File: config.mk
export PLATFORM = sky130hd
export DESIGN_NAME = reg_scoreboard_flat
export DESIGN_NICKNAME = d
export VERILOG_FILES = /design/src/rtl/reg_scoreboard_pkg.sv /design/src/rtl/reg_scoreboard_if.sv /design/src/rtl/reg_scoreboard_sb_counter.sv /design/src/rtl/reg_scoreboard.sv /design/src/flat_wrapper.sv
export SDC_FILE = /design/constraint.sdc
export NUM_CORES = 1
export LEC_CHECK = 0
export CAP_MARGIN = 15
export CORE_ASPECT_RATIO = 1.5
export CORE_MARGIN = 2
export CORE_UTILIZATION = 35
export CTS_CLUSTER_SIZE = 25
export DETAILED_ROUTE_END_ITERATION = 7
export GPL_TIMING_DRIVEN = 0
export PLACE_DENSITY = 0.52
export REMOVE_ABC_BUFFERS = 1
export SYNTH_ARGS = -nofsm -noshare
export SYNTH_HDL_FRONTEND = slang
export SYNTH_SLANG_ARGS = --single-unit
File: constraint.sdc
create_clock -name clk -period 7.5 [get_ports clk]
set_input_delay 1.125 -clock clk [delete_from_list [all_inputs] [get_ports clk]]
set_output_delay 1.125 -clock clk [all_outputs]
set_load 0.1 [all_outputs]
File: src/rtl/reg_scoreboard_pkg.sv
// Shared constants for the register scoreboard: default geometry, bus slice
// widths and a sizing helper for per-register lane counts.
package reg_scoreboard_pkg;

   localparam int unsigned NREGS_DEF = 32;
   localparam int unsigned AW_DEF    = 5;
   localparam int unsigned NRD_DEF   = 2;
   localparam int unsigned NWR_DEF   = 2;
   localparam int unsigned CW_DEF    = 3;

   // Packed address buses are NRD or NWR slices of AW bits each.
   localparam int unsigned ADDR_SLICE_W = AW_DEF;
   localparam int unsigned SRC_BUS_W    = NRD_DEF * AW_DEF;
   localparam int unsigned DST_BUS_W    = NWR_DEF * AW_DEF;

   // Bits needed to count how many of n lanes hit one register in a cycle.
   function automatic int unsigned lane_cnt_w(input int unsigned n);
      return (n < 1) ? 1 : $clog2(n + 1);
   endfunction

endpackage

File: src/rtl/reg_scoreboard_if.sv
// Issue/retire/status bundle between the decoder (master) and the scoreboard (slave).
interface reg_scoreboard_if
   import reg_scoreboard_pkg::*;
#(
   parameter int unsigned NREGS = NREGS_DEF,
   parameter int unsigned AW    = AW_DEF,
   parameter int unsigned NRD   = NRD_DEF,
   parameter int unsigned NWR   = NWR_DEF,
   parameter int unsigned CW    = CW_DEF
) ();

   logic                iss_valid;
   logic                iss_ready;
   logic [NRD*AW-1:0]   src_addr;
   logic [NRD-1:0]      src_en;
   logic [NWR*AW-1:0]   dst_addr;
   logic [NWR-1:0]      dst_en;
   logic [NWR*AW-1:0]   ret_addr;
   logic [NWR-1:0]      ret_en;
   logic                flush;
   logic [NREGS-1:0]    busy;
   logic [CW+AW-1:0]    inflight;
   logic                ovf_err;

   modport master (
      output iss_valid, src_addr, src_en, dst_addr, dst_en, ret_addr, ret_en, flush,
      input  iss_ready, busy, inflight, ovf_err
   );

   modport slave (
      input  iss_valid, src_addr, src_en, dst_addr, dst_en, ret_addr, ret_en, flush,
      output iss_ready, busy, inflight, ovf_err
   );

endinterface

File: src/rtl/reg_scoreboard_sb_counter.sv
// One register's pending-write counter: applies a net +inc/-dec per cycle,
// clamps to [0, 2^CW-1] and flags any clamp as an error.
module sb_counter #(
   parameter int unsigned CW = 3,
   parameter int unsigned DW = 2
) (
   input  logic          clk,
   input  logic          rst,
   input  logic          clr_i,
   input  logic [DW-1:0] inc_i,
   input  logic [DW-1:0] dec_i,
   output logic [CW-1:0] cnt_o,
   output logic          err_o
);

   localparam int unsigned SW = ((CW > DW) ? CW : DW) + 2;
   localparam logic [SW-1:0] MAX = SW'((1 << CW) - 1);

   logic [CW-1:0] cnt_q, cnt_d;
   logic [SW-1:0] sum;
   logic          under, over;

   always_comb begin
      sum   = SW'(cnt_q) + SW'(inc_i) - SW'(dec_i);
      under = sum[SW-1];
      over  = !under && (sum > MAX);
      cnt_d = under ? '0 : (over ? MAX[CW-1:0] : sum[CW-1:0]);
   end

   assign err_o = !clr_i && (under || over);
   assign cnt_o = cnt_q;

   // NOTE: non-blocking so every counter updates from the same pre-edge state.
   always_ff @(posedge clk) begin
      if (!rst)       cnt_q <= '0;
      else if (clr_i) cnt_q <= '0;
      else            cnt_q <= cnt_d;
   end

endmodule

File: src/rtl/reg_scoreboard.sv
// Register scoreboard: blocks issue on RAW/WAW hazards and tracks how many
// writes are pending per architectural register.
module reg_scoreboard
   import reg_scoreboard_pkg::*;
#(
   parameter int unsigned NREGS = NREGS_DEF,
   parameter int unsigned AW    = AW_DEF,
   parameter int unsigned NRD   = NRD_DEF,
   parameter int unsigned NWR   = NWR_DEF,
   parameter int unsigned CW    = CW_DEF
) (
   input  logic             clk,
   input  logic             rst,
   reg_scoreboard_if.slave  sb
);

   localparam int unsigned DW = lane_cnt_w(NWR);

   logic [CW-1:0]    cnt     [NREGS];
   logic [DW-1:0]    inc_cnt [NREGS];
   logic [DW-1:0]    dec_cnt [NREGS];
   logic [NREGS-1:0] busy_vec;
   logic [NREGS-1:0] err_vec;
   logic             hazard, fire;
   logic [CW+AW-1:0] inflight_q, inflight_d;
   logic             ovf_err_q;

   // Out-of-range addresses never match any r below, so they neither block nor count.
   always_comb begin
      hazard = 1'b0;
      for (int r = 0; r < NREGS; r++) begin
         for (int i = 0; i < NRD; i++)
            if (sb.src_en[i] && sb.src_addr[i*AW +: AW] == AW'(r) && busy_vec[r]) hazard = 1'b1;
         for (int w = 0; w < NWR; w++)
            if (sb.dst_en[w] && sb.dst_addr[w*AW +: AW] == AW'(r) && busy_vec[r]) hazard = 1'b1;
      end
   end

   assign sb.iss_ready = rst && !sb.flush && !hazard;
   assign fire         = sb.iss_valid && sb.iss_ready;

   // NOTE: every always_comb output gets a default first so no latch is inferred.
   always_comb begin
      for (int r = 0; r < NREGS; r++) begin
         inc_cnt[r] = '0;
         dec_cnt[r] = '0;
         for (int w = 0; w < NWR; w++) begin
            if (fire && sb.dst_en[w] && sb.dst_addr[w*AW +: AW] == AW'(r)) inc_cnt[r] = inc_cnt[r] + DW'(1);
            if (sb.ret_en[w] && sb.ret_addr[w*AW +: AW] == AW'(r))         dec_cnt[r] = dec_cnt[r] + DW'(1);
         end
      end
   end

   for (genvar r = 0; r < NREGS; r++) begin : g_cnt
      sb_counter #(.CW(CW), .DW(DW)) u_cnt (
         .clk   (clk),
         .rst   (rst),
         .clr_i (sb.flush),
         .inc_i (inc_cnt[r]),
         .dec_i (dec_cnt[r]),
         .cnt_o (cnt[r]),
         .err_o (err_vec[r])
      );
      assign busy_vec[r] = |cnt[r];
   end

   always_comb begin
      inflight_d = '0;
      for (int r = 0; r < NREGS; r++) inflight_d = inflight_d + (CW+AW)'(cnt[r]);
   end

   // NOTE: the counters are flops, not a RAM, so they are reset and busy is valid from the first cycle.
   always_ff @(posedge clk) begin
      if (!rst) begin
         inflight_q <= '0;
         ovf_err_q  <= 1'b0;
      end else begin
         inflight_q <= inflight_d;
         if (|err_vec) ovf_err_q <= 1'b1;
      end
   end

   assign sb.busy     = busy_vec;
   assign sb.inflight = inflight_q;
   assign sb.ovf_err  = ovf_err_q;

endmodule

File: src/flat_wrapper.sv
// flat-port wrapper written by rule: the top's interface ports become plain ports
module reg_scoreboard_flat import reg_scoreboard_pkg::*;
#(
   parameter int unsigned NREGS = NREGS_DEF,
   parameter int unsigned AW    = AW_DEF,
   parameter int unsigned NRD   = NRD_DEF,
   parameter int unsigned NWR   = NWR_DEF,
   parameter int unsigned CW    = CW_DEF
)
  (clk, rst, sb_iss_valid, sb_src_addr, sb_src_en, sb_dst_addr, sb_dst_en, sb_ret_addr, sb_ret_en, sb_flush, sb_iss_ready, sb_busy, sb_inflight, sb_ovf_err);
  reg_scoreboard_if #(.NREGS(NREGS), .AW(AW), .NRD(NRD), .NWR(NWR), .CW(CW)) sb_i ();
  input  logic clk;
  input  logic rst;
  input wire logic [$bits(sb_i.iss_valid)-1:0] sb_iss_valid;
  input wire logic [$bits(sb_i.src_addr)-1:0] sb_src_addr;
  input wire logic [$bits(sb_i.src_en)-1:0] sb_src_en;
  input wire logic [$bits(sb_i.dst_addr)-1:0] sb_dst_addr;
  input wire logic [$bits(sb_i.dst_en)-1:0] sb_dst_en;
  input wire logic [$bits(sb_i.ret_addr)-1:0] sb_ret_addr;
  input wire logic [$bits(sb_i.ret_en)-1:0] sb_ret_en;
  input wire logic [$bits(sb_i.flush)-1:0] sb_flush;
  output wire logic [$bits(sb_i.iss_ready)-1:0] sb_iss_ready;
  output wire logic [$bits(sb_i.busy)-1:0] sb_busy;
  output wire logic [$bits(sb_i.inflight)-1:0] sb_inflight;
  output wire logic [$bits(sb_i.ovf_err)-1:0] sb_ovf_err;
  assign sb_i.iss_valid = sb_iss_valid;
  assign sb_i.src_addr = sb_src_addr;
  assign sb_i.src_en = sb_src_en;
  assign sb_i.dst_addr = sb_dst_addr;
  assign sb_i.dst_en = sb_dst_en;
  assign sb_i.ret_addr = sb_ret_addr;
  assign sb_i.ret_en = sb_ret_en;
  assign sb_i.flush = sb_flush;
  assign sb_iss_ready = sb_i.iss_ready;
  assign sb_busy = sb_i.busy;
  assign sb_inflight = sb_i.inflight;
  assign sb_ovf_err = sb_i.ovf_err;
  reg_scoreboard #(.NREGS(NREGS), .AW(AW), .NRD(NRD), .NWR(NWR), .CW(CW)) u_core (.clk(clk), .rst(rst), .sb(sb_i));
endmodule
Word level (Yosys, flattened, before mapping)
Cells that the tools add are included.

operators by class
  mux-type cells = 288
  eq/ne operators = 186
  reductions and logical operators = 590
  div/mod/pow operators = 0
  bitwise operators = 1
  $add $sub $neg = 159
  multipliers = 0
  shift operators = 0
  $lt $le $gt $ge = 32

operator list
  cell                                                            number
  == test 5 bit (second input constant)                           96
  logical AND 1 bit                                               453
  adder 8 x 3 -> 8 bit                                            30
  == test 5 x 4 -> 1 bit (second input constant)                  48
  two-way mux 1 bit                                               192
  OR reduction 3 bit                                              64
  greater-than comparator 5 x 3 -> 1 bit (second input constant)  32
  subtractor 5 x 2 -> 5 bit                                       32
  adder 1 x 1 -> 2 bit (second input constant)                    64
  adder 3 x 2 -> 4 bit                                            32
  two-way mux 2 bit                                               64
  == test 5 x 3 -> 1 bit (second input constant)                  24
  two-way mux 3 bit                                               32
  == test 5 x 2 -> 1 bit (second input constant)                  12
  zero test 1 bit                                                 34
  logical OR 1 bit                                                32
  OR reduction 32 bit                                             1
  == test 5 x 1 -> 1 bit (second input constant)                  6
  zero test 5 bit                                                 6
  adder 3 x 3 -> 4 bit                                            1
  NOT 1 bit                                                       1

storage, ports and cells
  output and inout port bits = 42
  register bits = 105
  ROM bits = 0
  RAM bits = 0
  memories = 0
  input bits = 40
  latch bits = 0

Logic depth before layout (Yosys ltp)
  depth in word-level cells = 146
  depth in mapped cells = 22
  depth with buffers taken out = 20

Modules after synthesis
Synthesis repeated with hierarchy kept, for this count alone.

second synthesis, totals
  cells, all modules = 2074
  area total of the unflattened synthesis = 17863.4 um^2

modules (own cells, without submodules)
  module                                    area an instance (um^2)  times used  seq. area each (um^2)  cells an instance
  sb_counter at u_core.g_cnt[0].u_cnt ...   336.6                    23          60.1                   38
  reg_scoreboard                            7126.8                   1           180.2                  858
  sb_counter at u_core.g_cnt[17].u_cnt ...  332.8                    9           60.1                   38

Worst setup path after synthesis
Ideal clock, no wire load.

  path type = flip-flop to flip-flop
  start = reg u_core.g_cnt[1].u_cnt.cnt_q[0]
  end = reg u_core.inflight_q[6] (netlist: u_core.sb.inflight[6])
  setup time = 0.115 ns
  arrival = 5.866 ns
  setup slack = 1.519 ns
  cell stages (with the launch flop) = 21
  required time = 7.385 ns
  path through = dfxtp_1 ha_1 inv_1 fa_1 xor2_1 fa_1 inv_1 fa_1 fa_1 fa_1 fa_1 fa_1 fa_1 ha_1 inv_1 fa_1 inv_1 a21o_1 a21oi_1 xnor2_1 and2_1

between the ends
  longest elaborated chain between the ends = 31

ends and longest elaborated chain
  item                                RTL line                         source
  start: declaration                  reg_scoreboard_sb_counter.sv:19  logic [CW-1:0] cnt_q, cnt_d;
  start signal: assignment            reg_scoreboard_sb_counter.sv:37  else cnt_q <= cnt_d;
  adder 3 x 3 -> 4 bit                reg_scoreboard.sv:69             for (int r = 0; r < NREGS; r++) inflight_d = inflight_d + (CW+AW)'(cnt[r]);
  adder 8 x 3 -> 8 bit (30 in a row)  reg_scoreboard.sv:69
  end signal: assignment              reg_scoreboard.sv:78             inflight_q <= inflight_d;
  end: declaration                    reg_scoreboard.sv:25             logic [CW+AW-1:0] inflight_q, inflight_d;

Every way passes these cells.
A chain may end at the register's enable or synchronous reset.

Final worst setup path
  start = in sb_dst_addr[1]
  end = reg u_core.ovf_err_q (netlist: u_core.sb.ovf_err)

between the ends
  longest elaborated chain between the ends = 144
  elaborated cells between the ends (all ways) = 612
  those cells by class = add/sub (96); order compare (32); eq/ne (31); mux (190); reduce/logical (263)

ends and longest elaborated chain
  item                                                                       RTL line                                    source
  start: declaration                                                         flat_wrapper.sv:17                          input wire logic [$bits(sb_i.dst_addr)-1:0] sb_dst_addr;
  zero test 5 bit                                                            reg_scoreboard.sv:35, reg_scoreboard.sv:48
  logical AND 1 bit (2 in a row)                                             reg_scoreboard.sv:35                        if (sb.dst_en[w] && sb.dst_addr[w*AW +: AW] == AW'(r) && busy_vec[r]) hazard = 1'b1;
  two-way mux 1 bit (2 in a row)                                             reg_scoreboard.sv:35
  two-way mux 1 bit (2 in a row)                                             reg_scoreboard.sv:33                        if (sb.src_en[i] && sb.src_addr[i*AW +: AW] == AW'(r) && busy_vec[r]) hazard = 1'b1;
  two-way mux 1 bit (2 in a row)                                             reg_scoreboard.sv:35
  two-way mux 1 bit (2 in a row)                                             reg_scoreboard.sv:33
  two-way mux 1 bit (2 in a row)                                             reg_scoreboard.sv:35
  two-way mux 1 bit (2 in a row)                                             reg_scoreboard.sv:33
  [... 121 more ...]                                                         -
  two-way mux 2 bit                                                          reg_scoreboard.sv:48                        if (fire && sb.dst_en[w] && sb.dst_addr[w*AW +: AW] == AW'(r)) inc_cnt[r] = inc_cnt[r] + DW'(1);
  adder 3 x 2 -> 4 bit                                                       reg_scoreboard_sb_counter.sv:24             sum = SW'(cnt_q) + SW'(inc_i) - SW'(dec_i);
  subtractor 5 x 2 -> 5 bit                                                  reg_scoreboard_sb_counter.sv:24
  greater-than comparator 5 x 3 -> 1 bit or zero test 1 bit (tied branches)  reg_scoreboard_sb_counter.sv:26             over = !under && (sum > MAX);
  logical AND 1 bit                                                          reg_scoreboard_sb_counter.sv:26
  logical OR 1 bit                                                           reg_scoreboard_sb_counter.sv:30             assign err_o = !clr_i && (under || over);
  logical AND 1 bit                                                          reg_scoreboard_sb_counter.sv:30
  OR reduction 32 bit (*)                                                    reg_scoreboard.sv:79                        if (|err_vec) ovf_err_q <= 1'b1;
  end signal: assignment                                                     reg_scoreboard.sv:76                        ovf_err_q <= 1'b0;
  end signal: assignment                                                     reg_scoreboard.sv:79
  end: declaration                                                           reg_scoreboard.sv:26                        logic ovf_err_q;

Mark *: on every way between the ends. The rest lies on a longest branch, timed or not.

==> flow_results.xml <==
<?xml version="1.0" encoding="UTF-8"?>
<metrics>
  <group name="outcome">
    <metric name="status" unit="">finished, final reports clean</metric>
  </group>
  <group name="route">
    <metric name="vias_after_detailed_routing" unit="">15200</metric>
    <metric name="detail_route.first_pass.iterations" unit="">6</metric>
    <metric name="route.detailed.drc" unit="">0</metric>
    <metric name="route.detailed.wl_per_inst" unit="um">23.2</metric>
    <metric name="antenna_left" unit="">0</metric>
    <metric name="drtIter0Drc" unit="">927</metric>
    <metric name="avgViaCountPerCell" unit="">5.67</metric>
    <metric name="drt-total-wl" unit="um">62000</metric>
  </group>
  <group name="place">
    <metric name="place.detailed.hpwl" unit="um">51000</metric>
    <metric name="numPortBuffers" unit="">81</metric>
    <metric name="finalWeightedCongestion" unit="">1.00</metric>
  </group>
  <group name="synthesis">
    <metric name="synth_largest_area_cell" unit="">sky130_fd_sc_hd__fa_1</metric>
    <metric name="yosys_warnings" unit="">0</metric>
    <metric name="netlist_area" unit="sq um">16800</metric>
    <metric name="synthFlopType" unit="">sky130_fd_sc_hd__dfxtp_1</metric>
    <metric name="synth_sequential_area_ratio" unit="">0.125</metric>
    <metric name="synthDominantCellAreaShare" unit="">0.185</metric>
    <metric name="asyncSetResetFlopFracSynth" unit="">0</metric>
    <metric name="synthesis.area_per_instance" unit="sq um">8.24</metric>
    <metric name="synthesis.instances" unit="">2037</metric>
    <metric name="yosys-top-cells-count" unit="">sky130_fd_sc_hd__inv_1 (368), sky130_fd_sc_hd__ha_1 (214), sky130_fd_sc_hd__fa_1 (155)</metric>
    <metric name="synth_seq_cells" unit="">105</metric>
    <metric name="synth.lib_cells_used.distinct" unit="">72</metric>
    <metric name="synth_enable_flop_cells" unit="">0</metric>
    <metric name="netlist_top_cells_area" unit="">sky130_fd_sc_hd__fa_1 (18%), sky130_fd_sc_hd__ha_1 (16%), sky130_fd_sc_hd__dfxtp_1 (13%)</metric>
    <metric name="synthMostInstantiatedCell" unit="">sky130_fd_sc_hd__inv_1</metric>
  </group>
  <group name="global_route">
    <metric name="grt_pass1_wl" unit="um">93500</metric>
    <metric name="grt_start_max_net_pins" unit="">43</metric>
    <metric name="number_of_global_route_vias_before_repair" unit="">15500</metric>
    <metric name="grt_use_total" unit="">0.253</metric>
    <metric name="grt_antenna_before_repair" unit="">1</metric>
    <metric name="globalRouteOverflowTotal" unit="">0</metric>
  </group>
  <group name="sta">
    <metric name="finalWorstPathRequiredPeriod" unit="ns">7.27</metric>
    <metric name="finalClockSkew" unit="ns">0.0146</metric>
    <metric name="worst_slew_margin_rel" unit="">0.151</metric>
    <metric name="fin_setup_tns" unit="ns">0</metric>
    <metric name="max_clock_freq" unit="MHz">137</metric>
    <metric name="report.final.hold_viol_count" unit="">0</metric>
    <metric name="worstMarginPinSlew" unit="ns">1.27</metric>
    <metric name="setup-violations-final" unit="">0</metric>
    <metric name="rsz_0062_raised_after_global_routing" unit="">false</metric>
    <metric name="final_worst_path_cycle_share" unit="">0.970</metric>
    <metric name="hold-worst-slack" unit="ns">0.715</metric>
    <metric name="final_max_slew_viol_count" unit="">0</metric>
  </group>
  <group name="clock_network">
    <metric name="clkLatencyLatePin" unit="ns">0.40</metric>
    <metric name="clock_sink_count" unit="">105</metric>
    <metric name="cts.clk_slew.worst_paths" unit="ns">0.09</metric>
    <metric name="htreeDepth" unit="">3</metric>
    <metric name="cts_buffer_depth" unit="">2</metric>
    <metric name="cts_made_buffers" unit="">9</metric>
    <metric name="clock-root-buffer" unit="">sky130_fd_sc_hd__clkbuf_16</metric>
    <metric name="tritoncts" unit="">built</metric>
  </group>
  <group name="die">
    <metric name="effective_utilization_at_floorplan" unit="">0.353</metric>
    <metric name="fp-row-count" unit="">98</metric>
    <metric name="die_area" unit="sq um">49800</metric>
    <metric name="die_x" unit="um">183</metric>
    <metric name="design.portCount" unit="">82</metric>
    <metric name="chipHeight" unit="um">272</metric>
    <metric name="placeableCoreArea" unit="sq um">47600</metric>
  </group>
  <group name="worst_setup_path">
    <metric name="cp.arrival" unit="ns">7.55</metric>
    <metric name="crit_type" unit="">in -&gt; reg</metric>
    <metric name="crit_required" unit="ns">7.78</metric>
    <metric name="endpoint_kind" unit="">flop</metric>
    <metric name="cp-start-kind" unit="">primary input</metric>
    <metric name="biggest_fanout_along_the_worst_timing_path" unit="">15</metric>
  </group>
  <group name="power_and_ir_drop">
    <metric name="worst_ir_drop_vdd" unit="mV">0.118</metric>
    <metric name="p_leak" unit="nW">7.69</metric>
    <metric name="power.density" unit="nW/um^2">105</metric>
  </group>
  <group name="cells_and_area">
    <metric name="final.fill_count" unit="">4926</metric>
    <metric name="finalNetCount" unit="">2474</metric>
    <metric name="final_layout_size_suffix_gt1_frac" unit="">0.0556</metric>
    <metric name="layout-area-overhead-vs-synth" unit="%">10.3</metric>
  </group>
  <group name="job">
    <metric name="maximum_capacitance_violations" unit="">0</metric>
  </group>
  <group name="worst_hold_path">
    <metric name="hold_path.class" unit="">reg -&gt; reg</metric>
  </group>
</metrics>
-- layout make-up --
type                       instances  area, sq um  area share
multi-input combinational       1484        12900       0.698
sequential                       105         2100       0.114
inverter                         368         1380      0.0746
timing repair buffer              97         1060      0.0575
tap                              600          751      0.0405
clock buffer                      10          239      0.0129
clock inverter                     6         50.0     0.00270
antenna                            2         5.00    0.000270
-- kinds of logic (layout without fill, tap and decap cells) --
kind of cell,count (synthesis),count (layout),synth area share
AO/OA/AOI/OAI,477,477,0.194
XOR/XNOR,45,45,0.0235
adder cells (fa/ha/maj),369,369,0.344
buffers and inverters,448,481,0.108
flip-flops,105,105,0.125
other,0,2,0
AND/OR/NAND/NOR,593,593,0.205
-- critical path: stages --
cell                              delay, ns
sky130_fd_sc_hd__clkdlybuf4s50_1       0.77
sky130_fd_sc_hd__nor2b_1               0.44
sky130_fd_sc_hd__a22oi_1               0.25
sky130_fd_sc_hd__nand3_1               0.10
sky130_fd_sc_hd__a2111oi_1             0.55
sky130_fd_sc_hd__nand4_1               0.19
sky130_fd_sc_hd__buf_4                 0.21
sky130_fd_sc_hd__buf_8                 0.15
sky130_fd_sc_hd__buf_8                 0.16
sky130_fd_sc_hd__nor4_2                0.23
sky130_fd_sc_hd__ha_1                  0.27
sky130_fd_sc_hd__ha_1                  0.19
sky130_fd_sc_hd__inv_1                 0.08
sky130_fd_sc_hd__fa_1                  0.42
sky130_fd_sc_hd__inv_1                 0.13
sky130_fd_sc_hd__ha_1                  0.24
sky130_fd_sc_hd__nor2b_1               0.15
sky130_fd_sc_hd__o311a_1               0.31
sky130_fd_sc_hd__a31oi_2               0.45
sky130_fd_sc_hd__nand4_1               0.46
sky130_fd_sc_hd__nor4_2                0.50
sky130_fd_sc_hd__a31oi_1               0.13
-- routing by layer --
metal	GRT usage	vias to the layer above	routed length, um	share of wire
met4	0.180	0	5040	0.081
met5	0	-	0	0
li1	-	7156	-	-
met3	0.0321	146	2760	0.044
met1	0.278	7381	23400	0.38
met2	0.448	473	30800	0.50
-- cell usage in the layout, fill, tap and decap left out, types with 8 or more instances in the layout --
cell type / instances
sky130_fd_sc_hd__and2_1: 37
sky130_fd_sc_hd__xnor2_1: 12
sky130_fd_sc_hd__a21oi_1: 75
sky130_fd_sc_hd__dfxtp_1: 105
sky130_fd_sc_hd__a31oi_1: 18
sky130_fd_sc_hd__nand4_1: 17
sky130_fd_sc_hd__a21o_1: 37
sky130_fd_sc_hd__clkbuf_16: 9
sky130_fd_sc_hd__inv_1: 368
sky130_fd_sc_hd__clkdlybuf4s50_1: 79
sky130_fd_sc_hd__buf_8: 8
sky130_fd_sc_hd__nor2_1: 130
sky130_fd_sc_hd__a311oi_1: 11
sky130_fd_sc_hd__nand2b_1: 17
sky130_fd_sc_hd__o22ai_1: 55
sky130_fd_sc_hd__nor4_2: 60
sky130_fd_sc_hd__ha_1: 214
sky130_fd_sc_hd__nand3_1: 74
sky130_fd_sc_hd__nand4b_1: 11
sky130_fd_sc_hd__xor2_1: 33
sky130_fd_sc_hd__o21ai_0: 105
sky130_fd_sc_hd__o2bb2ai_1: 9
sky130_fd_sc_hd__nor2b_1: 39
sky130_fd_sc_hd__a221oi_1: 61
sky130_fd_sc_hd__a22oi_1: 15
sky130_fd_sc_hd__fa_1: 155
sky130_fd_sc_hd__nor3_1: 10
sky130_fd_sc_hd__o311a_1: 18
sky130_fd_sc_hd__or3_1: 23
sky130_fd_sc_hd__nand2_1: 131
-- registers in the layout, summed over array words and instances, names as in the netlist --
signal,flops
u_core.g_cnt.u_cnt.cnt_o,96
u_core.sb.ovf_err,1
u_core.sb.inflight,8
-- where the power goes --
part           internal (mW)  switching [mW]
logic                  0.251           0.560
registers              0.580          0.0226
clock network          0.240           0.289
-- repair_timing --
action | in CTS | in global routing
buffers inserted | 3 | 0
gates resized for setup | 2 | 4
pin swaps | 2 | 0
hold buffers | 0 | 0
setup endpoints to repair | 1 | 1
-- through the flow --
step	utilization	power (mW)	setup WS (ns)	std cells	cell area [sq um]
final	0.389	1.94	0.227	2672	18500
after floorplan	-	1.12	-0.903	1957	16400
after global placement	0.377	1.39	-4.26	2638	17900
after detailed placement	0.382	1.42	-0.820	2651	18200
after global routing	0.389	2.04	0.00359	2670	18500
after CTS	0.389	1.95	0.234	2670	18500
-- path summary, 6_finish.rpt --
kind	from	endpoint	slack (ns)	cells after the start
max	sb_dst_addr[1]	u_core.sb.ovf_err	0.23	22
min	u_core.g_cnt[16].u_cnt.cnt_o[2]	u_core.g_cnt[16].u_cnt.cnt_o[0]	0.71	2
max reg2reg	u_core.g_cnt[0].u_cnt.cnt_o[0]	u_core.sb.inflight[6]	1.02	20
min reg2reg	u_core.g_cnt[16].u_cnt.cnt_o[2]	u_core.g_cnt[16].u_cnt.cnt_o[0]	0.71	2
No activity file was read; power rests on OpenSTA's default activity.
